<file path="src/rtl/riscv64g_iss_pkg.sv">
// Shared definitions for the RV64G ISS trap sequencer.
// Holds the machine-mode CSR addresses used by the trap/return flow,
// the sequencer state enum and the trap-vector target helper.
package riscv64g_iss_pkg;

    localparam logic [11:0] CSR_MEPC   = 12'h341;
    localparam logic [11:0] CSR_MCAUSE = 12'h342;
    localparam logic [11:0] CSR_MTVAL  = 12'h343;
    localparam logic [11:0] CSR_MTVEC  = 12'h305;

    typedef enum logic [2:0] {
        IDLE     = 3'd0,
        W_EPC    = 3'd1,
        W_CAUSE  = 3'd2,
        W_TVAL   = 3'd3,
        R_TVEC   = 3'd4,
        R_EPC    = 3'd5,
        REDIRECT = 3'd6
    } trap_state_e;

    // Trap target from mtvec: base with mode bits cleared, plus 4*code when
    // mtvec is in vectored mode and the cause is an interrupt. Operates on
    // 64-bit values; callers zero-extend and truncate to their XLEN, which
    // gives the required modulo-XLEN result.
    function automatic logic [63:0] vector_target(
        input logic [63:0] tvec,
        input logic        intr,
        input logic [63:0] code
    );
        logic [63:0] base;
        base = {tvec[63:2], 2'b00};
        if ((tvec[1:0] == 2'b01) && intr) begin
            vector_target = base + {code[61:0], 2'b00};
        end else begin
            vector_target = base;
        end
    endfunction

endpackage

</file>
<file path="src/rtl/riscv64g_iss_trap_seq.sv">
// Trap entry / MRET sequencer for the RV64G ISS.
// On a trap it writes mepc, mcause (and mtval when RISCV64G_ISS_TRAP_TVAL_EN
// is defined), reads mtvec and issues a one-cycle redirect to the handler.
// On MRET it reads mepc and redirects there. While idle the instruction-side
// CSR port passes straight through to the CSR file.
// Ports:
//   CLK, RSTn                         clock, synchronous active-low reset
//   req_valid/we/a/wd, req_ready/rd   instruction-side CSR access
//   trap_valid/pc/cause/tval, trap_ready   trap request
//   mret_valid                        return-from-trap request
//   csr_we/a/wd, csr_rd               CSR file port (csr_rd combinational)
//   redirect_valid, redirect_pc       fetch redirect (registered)
// Configuration macro: RISCV64G_ISS_TRAP_TVAL_EN (adds the mtval write).
module riscv64g_iss_trap_seq
    import riscv64g_iss_pkg::*;
#(
    parameter int XLEN = 64
) (
    input  logic            CLK,
    input  logic            RSTn,
    input  logic            req_valid,
    input  logic            req_we,
    input  logic [11:0]     req_a,
    input  logic [XLEN-1:0] req_wd,
    output logic            req_ready,
    output logic [XLEN-1:0] req_rd,
    input  logic            trap_valid,
    input  logic [XLEN-1:0] trap_pc,
    input  logic [XLEN-1:0] trap_cause,
    input  logic [XLEN-1:0] trap_tval,
    output logic            trap_ready,
    input  logic            mret_valid,
    output logic            csr_we,
    output logic [11:0]     csr_a,
    output logic [XLEN-1:0] csr_wd,
    input  logic [XLEN-1:0] csr_rd,
    output logic            redirect_valid,
    output logic [XLEN-1:0] redirect_pc
);

    trap_state_e     state_r;
    logic [XLEN-1:0] pc_r;
    logic [XLEN-1:0] cause_r;
    logic [XLEN-1:0] target_r;
    logic            redirect_valid_r;
    logic [XLEN-1:0] redirect_pc_r;
    logic            idle_free_s;
    logic [XLEN-1:0] code_s;
`ifdef RISCV64G_ISS_TRAP_TVAL_EN
    logic [XLEN-1:0] tval_r;
`else
    logic            unused_tval_s;
    assign unused_tval_s = ^trap_tval;
`endif

    // Idle with no competing trap/MRET: instruction side owns the CSR port.
    assign idle_free_s = (state_r == IDLE) && !trap_valid && !mret_valid && RSTn;
    assign code_s      = {1'b0, cause_r[XLEN-2:0]};

    assign redirect_valid = redirect_valid_r;
    assign redirect_pc    = redirect_pc_r;

    // CSR port steering and handshakes, decoded from the current state.
    // Writes are suppressed while RSTn is low so an abandoned sequence
    // never lands a write on the reset edge.
    always_comb begin
        csr_we     = 1'b0;
        csr_a      = 12'h000;
        csr_wd     = '0;
        req_ready  = 1'b0;
        req_rd     = '0;
        trap_ready = 1'b0;
        case (state_r)
            IDLE: begin
                trap_ready = !trap_valid && !mret_valid;
                if (idle_free_s) begin
                    req_ready = 1'b1;
                    csr_we    = req_valid & req_we;
                    csr_a     = req_a;
                    csr_wd    = req_wd;
                    req_rd    = csr_rd;
                end else begin
                    req_ready = 1'b0;
                end
            end
            W_EPC: begin
                csr_we = RSTn;
                csr_a  = CSR_MEPC;
                csr_wd = pc_r;
            end
            W_CAUSE: begin
                csr_we = RSTn;
                csr_a  = CSR_MCAUSE;
                csr_wd = cause_r;
            end
`ifdef RISCV64G_ISS_TRAP_TVAL_EN
            W_TVAL: begin
                csr_we = RSTn;
                csr_a  = CSR_MTVAL;
                csr_wd = tval_r;
            end
`endif
            R_TVEC: begin
                csr_a = CSR_MTVEC;
            end
            R_EPC: begin
                csr_a = CSR_MEPC;
            end
            default: begin
                csr_we = 1'b0;
            end
        endcase
    end

    // Sequencer state, trap latches, target and registered redirect.
    always_ff @(posedge CLK) begin
        if (!RSTn) begin
            state_r          <= IDLE;
            pc_r             <= '0;
            cause_r          <= '0;
            target_r         <= '0;
            redirect_valid_r <= 1'b0;
            redirect_pc_r    <= '0;
`ifdef RISCV64G_ISS_TRAP_TVAL_EN
            tval_r           <= '0;
`endif
        end else begin
            redirect_valid_r <= 1'b0;
            case (state_r)
                IDLE: begin
                    // Trap has priority; a simultaneous MRET is dropped.
                    if (trap_valid) begin
                        pc_r    <= {trap_pc[XLEN-1:1], 1'b0};
                        cause_r <= trap_cause;
`ifdef RISCV64G_ISS_TRAP_TVAL_EN
                        tval_r  <= trap_tval;
`endif
                        state_r <= W_EPC;
                    end else if (mret_valid) begin
                        state_r <= R_EPC;
                    end else begin
                        state_r <= IDLE;
                    end
                end
                W_EPC: state_r <= W_CAUSE;
`ifdef RISCV64G_ISS_TRAP_TVAL_EN
                W_CAUSE: state_r <= W_TVAL;
                W_TVAL:  state_r <= R_TVEC;
`else
                W_CAUSE: state_r <= R_TVEC;
`endif
                R_TVEC: begin
                    target_r <= XLEN'(vector_target(64'(csr_rd), cause_r[XLEN-1], 64'(code_s)));
                    state_r  <= REDIRECT;
                end
                R_EPC: begin
                    target_r <= {csr_rd[XLEN-1:1], 1'b0};
                    state_r  <= REDIRECT;
                end
                REDIRECT: begin
                    redirect_valid_r <= 1'b1;
                    redirect_pc_r    <= target_r;
                    state_r          <= IDLE;
                end
                default: state_r <= IDLE;
            endcase
        end
    end

endmodule
</file>
<file path="config.mk">
export PLATFORM = sky130hd
export DESIGN_NAME = riscv64g_iss_trap_seq
export DESIGN_NICKNAME = d
export VERILOG_FILES = /design/src/rtl/riscv64g_iss_pkg.sv /design/src/rtl/riscv64g_iss_trap_seq.sv
export SDC_FILE = /design/constraint.sdc
export NUM_CORES = 1
export LEC_CHECK = 0
export CORE_AREA = 2 2 212 214
export DETAILED_ROUTE_END_ITERATION = 8
export DIE_AREA = 0 0 214 216
export PLACE_DENSITY = 0.7
export REMOVE_ABC_BUFFERS = 1
export SYNTH_ARGS = -nofsm -noshare
export SYNTH_HDL_FRONTEND = slang
export SYNTH_SLANG_ARGS = --single-unit
</file>
<file path="constraint.sdc">
create_clock -name CLK -period 4.26 [get_ports CLK]
set_input_delay 1.065 -clock CLK [delete_from_list [all_inputs] [get_ports CLK]]
set_output_delay 1.065 -clock CLK [all_outputs]
set_load 0.05 [all_outputs]
</file>
==> results of run 1 <==
[sequential cells by signal (all words and copies together) (netlist names)]
register / flops
state_r: 3
redirect_pc: 63
pc_r: 63
cause_r: 64
redirect_valid: 1
target_r: 63
[cells in the mapped netlist, types with 5 or more instances]
cell	number	share of area, %
clkbuf_1	127	3.3
a21oi_1	302	10
a222oi_1	63	4.3
o21ai_0	63	2.2
buf_2	8	0.28
nor3_1	24	0.83
nand2b_1	6	0.26
nand2_1	531	14
ha_1	61	5.3
dfxtp_1	257	35
nand4_1	17	0.73
xor2_1	14	0.84
a21o_1	27	1.4
a211oi_1	23	1.2
a31oi_1	18	0.78
o21a_1	8	0.41
nor2_1	82	2.1
o21bai_1	19	0.98
o211ai_1	10	0.52
o21ai_1	9	0.31
and2_1	75	3.2
xnor2_1	36	2.2
and3_1	5	0.22
inv_1	78	2.0
a311oi_1	20	1.2
nand3_1	27	0.93
buf_1	10	0.26
nor4_1	5	0.22
[area by class of cell]
type	count	area share, %
Multi-Input combinational cell	1513	36.5
Timing Repair Buffer	656	32.4
Sequential cell	257	21.9
Clock buffer	40	3.78
Tap cell	592	3.15
Inverter	79	1.29
Clock inverter	18	1.03
[layer usage]
layer	part of all wire, %	global-route usage (%)	up-vias
li1	-	-	8079
met1	43	31.2	7937
met2	46	40.0	703
met3	7.4	5.00	108
met4	3.6	8.41	0
met5	0	0	-
[where the power goes]
group	switching [W]	internal [W]	leakage [nW]
sequential	0.000152	0.00262	2.10
clock	0.00111	0.00178	0.556
combinational	0.00161	0.00127	6.93
total	0.00288	0.00566	9.58
[final timing paths]
| check | endpoint | slack, ns | cells past startpoint |
|---|---|---|---|
| setup / recovery | target_r[62] | 0.15 | 16 |
| hold / removal | redirect_pc[63] | 0.45 | 2 |
| setup reg to reg | target_r[58] | 0.77 | 14 |
| hold reg to reg | redirect_pc[63] | 0.45 | 2 |
[worst min-delay path: stages, from the launching register on]
cell	delay (ns)
dfxtp_1	0.31
nand2_1	0.05
a21oi_1	0.05
[placed cells by master (no fill, tap or decap), types with 21 or more instances in the layout]
cell	n
nor2_1	79
nand2_1	529
ha_1	61
and2_1	74
nand3_1	26
buf_4	172
a21o_1	27
a222oi_1	63
clkdlybuf4s50_1	335
nor3_1	24
a21oi_1	302
clkbuf_16	31
buf_12	148
a211oi_1	21
o21ai_0	63
xnor2_1	36
inv_1	78
dfxtp_1	257
[metrics by stage]
step	setup TNS, ns	area [sq um]	instances	setup WS, ns
2_1_floorplan	-1603.23	13900	1849	-10.39
3_3_place_gp	-3.31	22400	3097	-0.401
3_5_place_dp	-4.50	22400	3097	-0.466
4_1_cts	0	23500	3155	0.102
5_1_grt	-0.0456	23500	3155	-0.0291
6_report	0	23500	3155	0.151
[cells by family (layout without fill, tap and decap cells)]
group                    after synthesis  in the layout  synth area share, %
buffers and inverters                226            793                 5.97
multiplexers                           2              2                0.138
other                                  1              1               0.0258
AO/OA/AOI/OAI                        603            603                 26.5
flip-flops                           257            257                 35.4
AND/OR/NAND/NOR                      795            795                 23.5
XOR/XNOR                              50             50                 3.02
adder cells (fa/ha/maj)               62             62                 5.40
[repair_timing]
| item | 4_1_cts | 5_1_grt |
|---|---|---|
| setup endpoints to repair | 0 | 5 |
| setup buffers | 0 | 0 |
| resized for setup | 0 | 3 |
==> impl_results.md, run 1 <==
- Status: complete, no violations
- Flops & latches, synth: 257
- N_diodes: 0
- Clock transition at path regs: 0.06 ns
- Crit-path max cell delay: 0.45 ns
- Final Util: 53.7%
- CP Buf/Inv Count: 4
- Slew margin rel.: between 20% and 30%
- Final period util: between 90% and 100%
- Remaining antenna violation count: 0
- Die area: 46200 sq um
- Unrepaired setup endpoints after global routing: yes
- Clock Skews: 0.0274 ns
- Leakage: 9.58 nW
- Initial core utilization: 33.1%
- Ys async rst share: 0%
- Detailed Place HPWL: 43300 um
- Final setup vio count: 0
- # rows: 77
- Type of the worst setup path: input pin to flip-flop
- Worst-case vdd ir drop: between 0.2 and 0.3 mV
- First-pass GRT wire length: 90600 um
- Routed WL: 58600 um
- TritonCTS Buffers: 31
- Fillers: 4049
- Io pins: around 550
- Vias: roughly 17000
- Area Overhead vs Synth: 62.0%
- Mean Syn Cell Area: 7.27 sq um
- TritonCTS Sinks: 257
- Crit. End Element: flip-flop
- Overflow left after global routing: 0
- Arr. time, crit path: 4.59 ns
- Post-synth EDFFs: 0
- TritonRoute pass-1 iters: 6
- CORE AREA: 43800 sq um
- Sequential element share of the synthesized area: 35.4%
- WP data required: 4.74 ns
- DRT iter0 DRCs: 1301
- Sequential Area: 5140 sq um
- Max_cap viols: 0
- Most Frequent Cell on Critical Path: buf_4
- CP Launch Type: input pin
- Critical path, cell by cell: clkdlybuf4s50_1 -> ha_1 -> fa_1 -> a211oi_2 -> buf_4 -> o21ai_2 -> a2111oi_2 -> buf_4 -> a2111oi_4 -> o211ai_2 -> buf_4 -> o21a_1 -> o21a_1 -> o21ai_1 -> xnor2_1 -> a211oi_1
- Routed vias/inst: ~5.3
- Worst hold margin: 0.448 ns
- Max Fclk: 243 MHz
- Final hold vios: 0
- Crit path time final: 4.11 ns
- H-Tree Depth: 1
- Origin of the critical flop-to-flop path: cause_r[0]
- Primary FF master, synth: dfxtp_1
- Root buf cell: clkbuf_16
- Layout cells sized above 1: 15.9%
- Largest delay contributor family on the critical path: compound AO/OA/AOI/OAI gates
- Die width: ~210 um
- Worst-Margin Slew: 1.08 ns
- Nets: 2938
- Number of global-route vias before repair: 16200
- Pwr per Cell Area: 363 nW/um^2
- Critical Path Slowest Stage Cell: clkdlybuf4s50_1
- Gate count after technology mapping: 1996
- Syn. warnings: 0
- Total GRT Usage: between 20% and 30%
- Netlist cell types: 66
- Crit-path max FO: 3
- # DRC: 0
- Hold_sp: target_r[63]
- Initial antenna violation count: 0
- CP Launch Point: csr_rd[2]
- Die H: 216 um
- Multi-input logic area: 8580 sq um
- Post-layout total power: 0.00854 W
- TritonCTS clock tree: built
- Synth Cell Area: 14500 sq um
- DR WL/cell: 18.6 um
- Tightest Hold Check Type: flip-flop to flip-flop
- GP Congestion: 0.943
- Clk buf depth: 3
- Port Buffers: 479
- Worst skew pair latency: around 0.6 ns
- Largest net degree at the start of global routing: 99
- Hold_buf cts: 0
- Slew Limit Fails: 0
No activity file was read; power rests on OpenSTA's default activity.
==> run 2, diff against run 1 <==
CAP_MARGIN = 10   (was unset)
==> results of run 2 <==
Final layout, timing and power as in run 1 (identical DEF).
